[config.mk]
export PLATFORM = sky130hd
export DESIGN_NAME = instr_fetch_flat
export DESIGN_NICKNAME = d
export VERILOG_FILES = /design/src/rtl/instr_fetch_if.sv /design/src/rtl/instr_fetch.sv /design/src/flat_wrapper.sv
export SDC_FILE = /design/constraint.sdc
export NUM_CORES = 1
export LEC_CHECK = 0
export BUFFER_PORTS_ARGS = -buffer_cell sky130_fd_sc_hd__buf_2
export CORE_UTILIZATION = 40
export CTS_CLUSTER_SIZE = 16
export DETAILED_ROUTE_END_ITERATION = 12
export HOLD_SLACK_MARGIN = 0.03
export PLACE_DENSITY = 0.72
export SLEW_MARGIN = 20
export SYNTH_ARGS = -nofsm -noshare
export SYNTH_HDL_FRONTEND = slang
export SYNTH_SLANG_ARGS = --single-unit
[constraint.sdc]
create_clock -name clk -period 8.1 [get_ports clk]
set_clock_uncertainty 0.2 [all_clocks]
set_input_delay 1.62 -clock clk [delete_from_list [all_inputs] [get_ports clk]]
set_output_delay 1.62 -clock clk [all_outputs]
set_load 0.01 [all_outputs]
[src/rtl/instr_fetch_if.sv]
// Instruction memory read bus between the fetch stage and instruction memory.
//   mem_req   : read request, held until mem_ack
//   mem_addr  : word address of the outstanding read
//   mem_rdata : read data, valid when mem_req && mem_ack
//   mem_ack   : read complete
// The master modport belongs to the fetch stage; the slave modport belongs to memory.
interface instr_fetch_if;
  logic        mem_req;
  logic [31:0] mem_addr;
  logic [31:0] mem_rdata;
  logic        mem_ack;

  modport master (output mem_req, output mem_addr, input mem_rdata, input mem_ack);
  modport slave  (input mem_req, input mem_addr, output mem_rdata, output mem_ack);
endinterface

[src/rtl/instr_fetch.sv]
// Instruction fetch stage feeding the control unit.
// It reads words from instruction memory one at a time and buffers them in a
// small prefetch FIFO. The head entry is presented to control together with
// its address. A redirect flushes the FIFO and discards any read in flight.
//
// Ports:
//   clk         : clock, rising edge
//   reset       : asynchronous, active-high
//   mem         : instruction memory bus (master side)
//   redirect    : taken-branch pulse
//   redirect_pc : new fetch address, sampled with redirect
//   ir_take     : control consumes the head word
//   IR, ir_pc   : head instruction and its word address
//   ir_valid    : FIFO not empty
//
// state  | meaning
// S_IDLE | no read outstanding
// S_WAIT | read outstanding; data is pushed on ack
// S_DROP | read outstanding after a redirect; data is discarded on ack
module instr_fetch #(
  parameter int DEPTH = 2
) (
  input  logic          clk,
  input  logic          reset,
  instr_fetch_if.master mem,
  input  logic          redirect,
  input  logic [31:0]   redirect_pc,
  input  logic          ir_take,
  output logic [31:0]   IR,
  output logic [31:0]   ir_pc,
  output logic          ir_valid
);

  localparam int PW = (DEPTH > 1) ? $clog2(DEPTH) : 1;
  localparam int CW = $clog2(DEPTH + 1);
  localparam logic [CW-1:0] DEPTH_C = CW'(DEPTH);

  typedef enum logic [1:0] {S_IDLE, S_WAIT, S_DROP} state_t;

  state_t        state, state_nxt;
  logic [31:0]   faddr;
  logic [31:0]   addr_q;
  logic [31:0]   pc_mem    [DEPTH];
  logic [31:0]   instr_mem [DEPTH];
  logic [PW-1:0] rptr, wptr;
  logic [CW-1:0] count;
  logic          issue, push, pop;

  always_comb begin
    state_nxt = state;
    issue     = 1'b0;
    push      = 1'b0;
    case (state)
      S_IDLE: begin
        if (!redirect && (count < DEPTH_C)) begin
          state_nxt = S_WAIT;
          issue     = 1'b1;
        end
      end
      S_WAIT: begin
        // A redirect coinciding with the ack turns the ack into a discard.
        if (mem.mem_ack) begin
          state_nxt = S_IDLE;
          push      = !redirect;
        end else if (redirect) begin
          state_nxt = S_DROP;
        end
      end
      S_DROP: begin
        if (mem.mem_ack) state_nxt = S_IDLE;
      end
      default: state_nxt = S_IDLE;
    endcase
  end

  assign pop = ir_take && (count != '0);

  always_ff @(posedge clk or posedge reset) begin
    if (reset) state <= S_IDLE;
    else       state <= state_nxt;
  end

  always_ff @(posedge clk or posedge reset) begin
    if (reset)      addr_q <= '0;
    else if (issue) addr_q <= faddr;
  end

  // faddr only advances on a kept word, so a dropped read never skips an address.
  always_ff @(posedge clk or posedge reset) begin
    if (reset)         faddr <= '0;
    else if (redirect) faddr <= redirect_pc;
    else if (push)     faddr <= faddr + 32'd1;
  end

  always_ff @(posedge clk or posedge reset) begin
    if (reset) begin
      rptr  <= '0;
      wptr  <= '0;
      count <= '0;
      for (int i = 0; i < DEPTH; i++) begin
        pc_mem[i]    <= '0;
        instr_mem[i] <= '0;
      end
    end else if (redirect) begin
      rptr  <= '0;
      wptr  <= '0;
      count <= '0;
    end else begin
      if (push) begin
        pc_mem[wptr]    <= addr_q;
        instr_mem[wptr] <= mem.mem_rdata;
        wptr            <= wptr + PW'(1);
      end
      if (pop) rptr <= rptr + PW'(1);
      if (push && !pop)      count <= count + CW'(1);
      else if (pop && !push) count <= count - CW'(1);
    end
  end

  assign mem.mem_req  = (state != S_IDLE);
  assign mem.mem_addr = addr_q;
  assign IR           = instr_mem[rptr];
  assign ir_pc        = pc_mem[rptr];
  assign ir_valid     = (count != '0);

endmodule

[src/flat_wrapper.sv]
// flat-port wrapper written by rule: the top's interface ports become plain ports
module instr_fetch_flat 
#(
  parameter int DEPTH = 2
)
  (clk, reset, redirect, redirect_pc, ir_take, IR, ir_pc, ir_valid, mem_mem_req, mem_mem_addr, mem_mem_rdata, mem_mem_ack);
  instr_fetch_if mem_i ();
  input  logic clk;
  input  logic reset;
  input  logic redirect;
  input  logic [31:0] redirect_pc;
  input  logic ir_take;
  output logic [31:0] IR;
  output logic [31:0] ir_pc;
  output logic ir_valid;
  output wire logic [$bits(mem_i.mem_req)-1:0] mem_mem_req;
  output wire logic [$bits(mem_i.mem_addr)-1:0] mem_mem_addr;
  input wire logic [$bits(mem_i.mem_rdata)-1:0] mem_mem_rdata;
  input wire logic [$bits(mem_i.mem_ack)-1:0] mem_mem_ack;
  assign mem_mem_req = mem_i.mem_req;
  assign mem_mem_addr = mem_i.mem_addr;
  assign mem_i.mem_rdata = mem_mem_rdata;
  assign mem_i.mem_ack = mem_mem_ack;
  instr_fetch #(.DEPTH(DEPTH)) u_core (.clk(clk), .reset(reset), .mem(mem_i), .redirect(redirect), .redirect_pc(redirect_pc), .ir_take(ir_take), .IR(IR), .ir_pc(ir_pc), .ir_valid(ir_valid));
endmodule
==> impl_metrics.csv <==
group,metric,value,unit
finish,seq_area,4960,um^2
cts,clk_latency,0.43,ns
finish,postLayoutCoreUtil,48.6,%
synth,ys_seq_elements,198,
timing,setup_tns,0,ns
synth,synth_nets,746,
synth,synth_compound_gate_area_share,4.31,%
place,gp_congestion,0.825,
run_status,status,"complete, no violations",
place,postPlaceCellArea,10000,um^2
finish,antenna_cells,0,
setup_path,start_kind,"input pin",
finish,fin_nets,896,
timing,fin_crit,3.92,ns
synth,synthCells,676,
place,dp_slack,3.05,ns
global_routing,grt_pass1_wl,30400,um
synth,synth-edff-count,0,
synth,synth.area.mux_share,28.5,%
cts,tritoncts,"done",
flow_run,max_cap_viol_count,0,
detailed_routing,drt-initial-drc-count,238,
die,fp.dieW,151,um
finish,areaGrowthSynthToFinish,19.1,%
timing,fin_crit_sh,48.3,%
synth,yosys.area_share.simple,8.39,%
global_routing,grt_overflow_total,0,
synth,ys.warnings.count,0,
cts,hold_buffers,0,
die,num_rows,54,
synth,synth_fa_ha_area_share,0.140,%
timing,worst-slew-pin-transition,1.07,ns
detailed_routing,num_vias,5927,
global_routing,grt_pass1_vias,5952,
place,io_buffers,166,
timing,final_max_slew_viol_count,0,
timing,setup_viol,0,
timing,worst_slack,4.18,ns
detailed_routing,via_per_inst,5.30,
synth,syn_area_per_cell,13.2,um^2
global_routing,grt_max_degree,135,
synth,synth_ff_type,"dfrtp_1",
timing,max_freq,0.255,GHz
finish,multi_input_area,3830,um^2
global_routing,grt_usage,17.3,%
setup_path,critPathKind,"input pin to flop",
synth,synth_cell_types,40,
synth,synth_top_family_by_area,"multiplexers",
global_routing,antenna_found_initial,1,
synth,ys_async_sr_fraction,100,%
cts,cts-root-buf,"clkbuf_16",
cts,cts_setup_buffers,0,
place,dpl.hpwl,12700,um
detailed_routing,drc,0,
pwr,peakVddDrop,140,uV
synth,synth_xor_xnor_area_share,1.27,%
die,dieArea,22900,um^2
pwr,power_density,287,nW/um^2
synth,synth_area,8930,um^2
timing,hold_slack,0.303,ns
timing,rsz0062_at_grt,"no",
cts,clock_path_buffers,2,
timing,maxSlewHeadroom,28.4,%
cts,h-tree-depth,4,
pwr,cellLeakagePower,4.73,nW
detailed_routing,avgRoutedWirePerCell,17.3,um
finish,nFillCells,1973,
synth,ys_seq_area_share,55.5,%
timing,hold_viol,0,
setup_path,cp.arrival,4.03,ns
setup_path,required,8.21,ns
cts,cts_buffers,17,
detailed_routing,firstDrtPassIters,4,
hold_path,hp-class,"flop to flop",
finish,layout-drive-gt1-share,52.1,%
die,core,21900,um^2
finish,stdcell_area,10600,um^2
die,io_pins,167,
setup_path,critPathCaptureType,"flop",
cts,clk_pin_slew_worst_paths,0.07,ns
detailed_routing,wl,19400,um
cts,clock_sinks,198,
setup_path,critical_path_peak_fanout,46,
cts,postCtsResizedCells,0,
detailed_routing,ant_nets,0,
die,initial_core_util,40.8,%
die,die_y,151,um
## per-stage QoR
stage / power [mW] / std cells
2_1_floorplan: 1.93 / 676
3_3_place_gp: 2.20 / 1086
3_5_place_dp: 2.23 / 1086
4_1_cts: 3.10 / 1118
5_1_grt: 3.24 / 1119
6_report: 3.05 / 1119
## cells in the mapped netlist, types with 6 or more instances
cell type	n	share of area, %
a31oi_1	18	1.3
clkbuf_1	34	1.4
nand3_1	18	1.0
and3_1	8	0.56
nand2_1	25	1.1
xor2_1	7	0.69
mux2_2	225	28
nor2_1	24	1.0
xnor2_1	6	0.59
dfrtp_1	198	55
nand4_1	12	0.84
or4_1	15	1.3
o31ai_1	14	1.2
o21ai_0	13	0.73
## where the power goes
part | total (mW) | switching [mW] | internal (mW)
clock | 0.855 | 0.415 | 0.440
combinational | 0.765 | 0.321 | 0.444
sequential | 1.43 | 0.171 | 1.26
## state kept, by name (all words and copies together), names as in the netlist
| signal | flops |
|---|---|
| u_core.wptr | 1 |
| u_core.count | 2 |
| u_core.state | 2 |
| u_core.faddr | 32 |
| u_core.instr_mem | 64 |
| u_core.rptr | 1 |
| u_core.pc_mem | 64 |
| u_core.mem.mem_addr | 32 |
## cell type report
cell class              count  area share [%]
multi-input cells         434            36.0
repair buffers            170            8.28
well taps                 280            3.29
flip-flops and latches    198            46.6
inverters                   5           0.247
clock inverters            15            1.56
clock buffers              17            4.00
## worst max-delay path: stages
cell and delay, ns:
buf_2 0.31, nor3_4 0.96, buf_4 0.70, mux2_2 0.41
## cell usage in the layout (no fill, tap or decap), types with 14 or more instances in the layout
cell,n
buf_2,166
mux2_2,225
o31ai_1,14
nand3_1,17
dfrtp_1,197
nor2_1,24
clkbuf_16,17
or4_1,15
a31oi_1,18
nand2_1,25
## metal layers
metal | GRT usage, % | routed length (um)
met5 | 0 | 11
met4 | 4.80 | 157
met3 | 4.34 | 1250
met2 | 29.6 | 9360
met1 | 21.6 | 8570
## path summary, 6_finish.rpt
path,startpoint,to,slack [ns],cells after the start
worst max-delay path,redirect,u_core.instr_mem[59],4.18,4
worst min-delay path,u_core.pc_mem[1],u_core.pc_mem[1],0.30,1
worst max register to register,u_core.state[1],u_core.instr_mem[59],5.08,4
worst min register to register,u_core.pc_mem[1],u_core.pc_mem[1],0.30,1
max in group asynchronous,reset,u_core.rptr,5.02,3
min in group asynchronous,reset,u_core.instr_mem[17],1.19,2
## cells by family after synthesis
group / after synthesis
compound gates: 59
flops: 198
simple gates: 135
buf+inv: 44
fa+ha+maj: 1
mux: 226
xor+xnor: 13
Note: power is estimated with default switching activity, not from simulation.
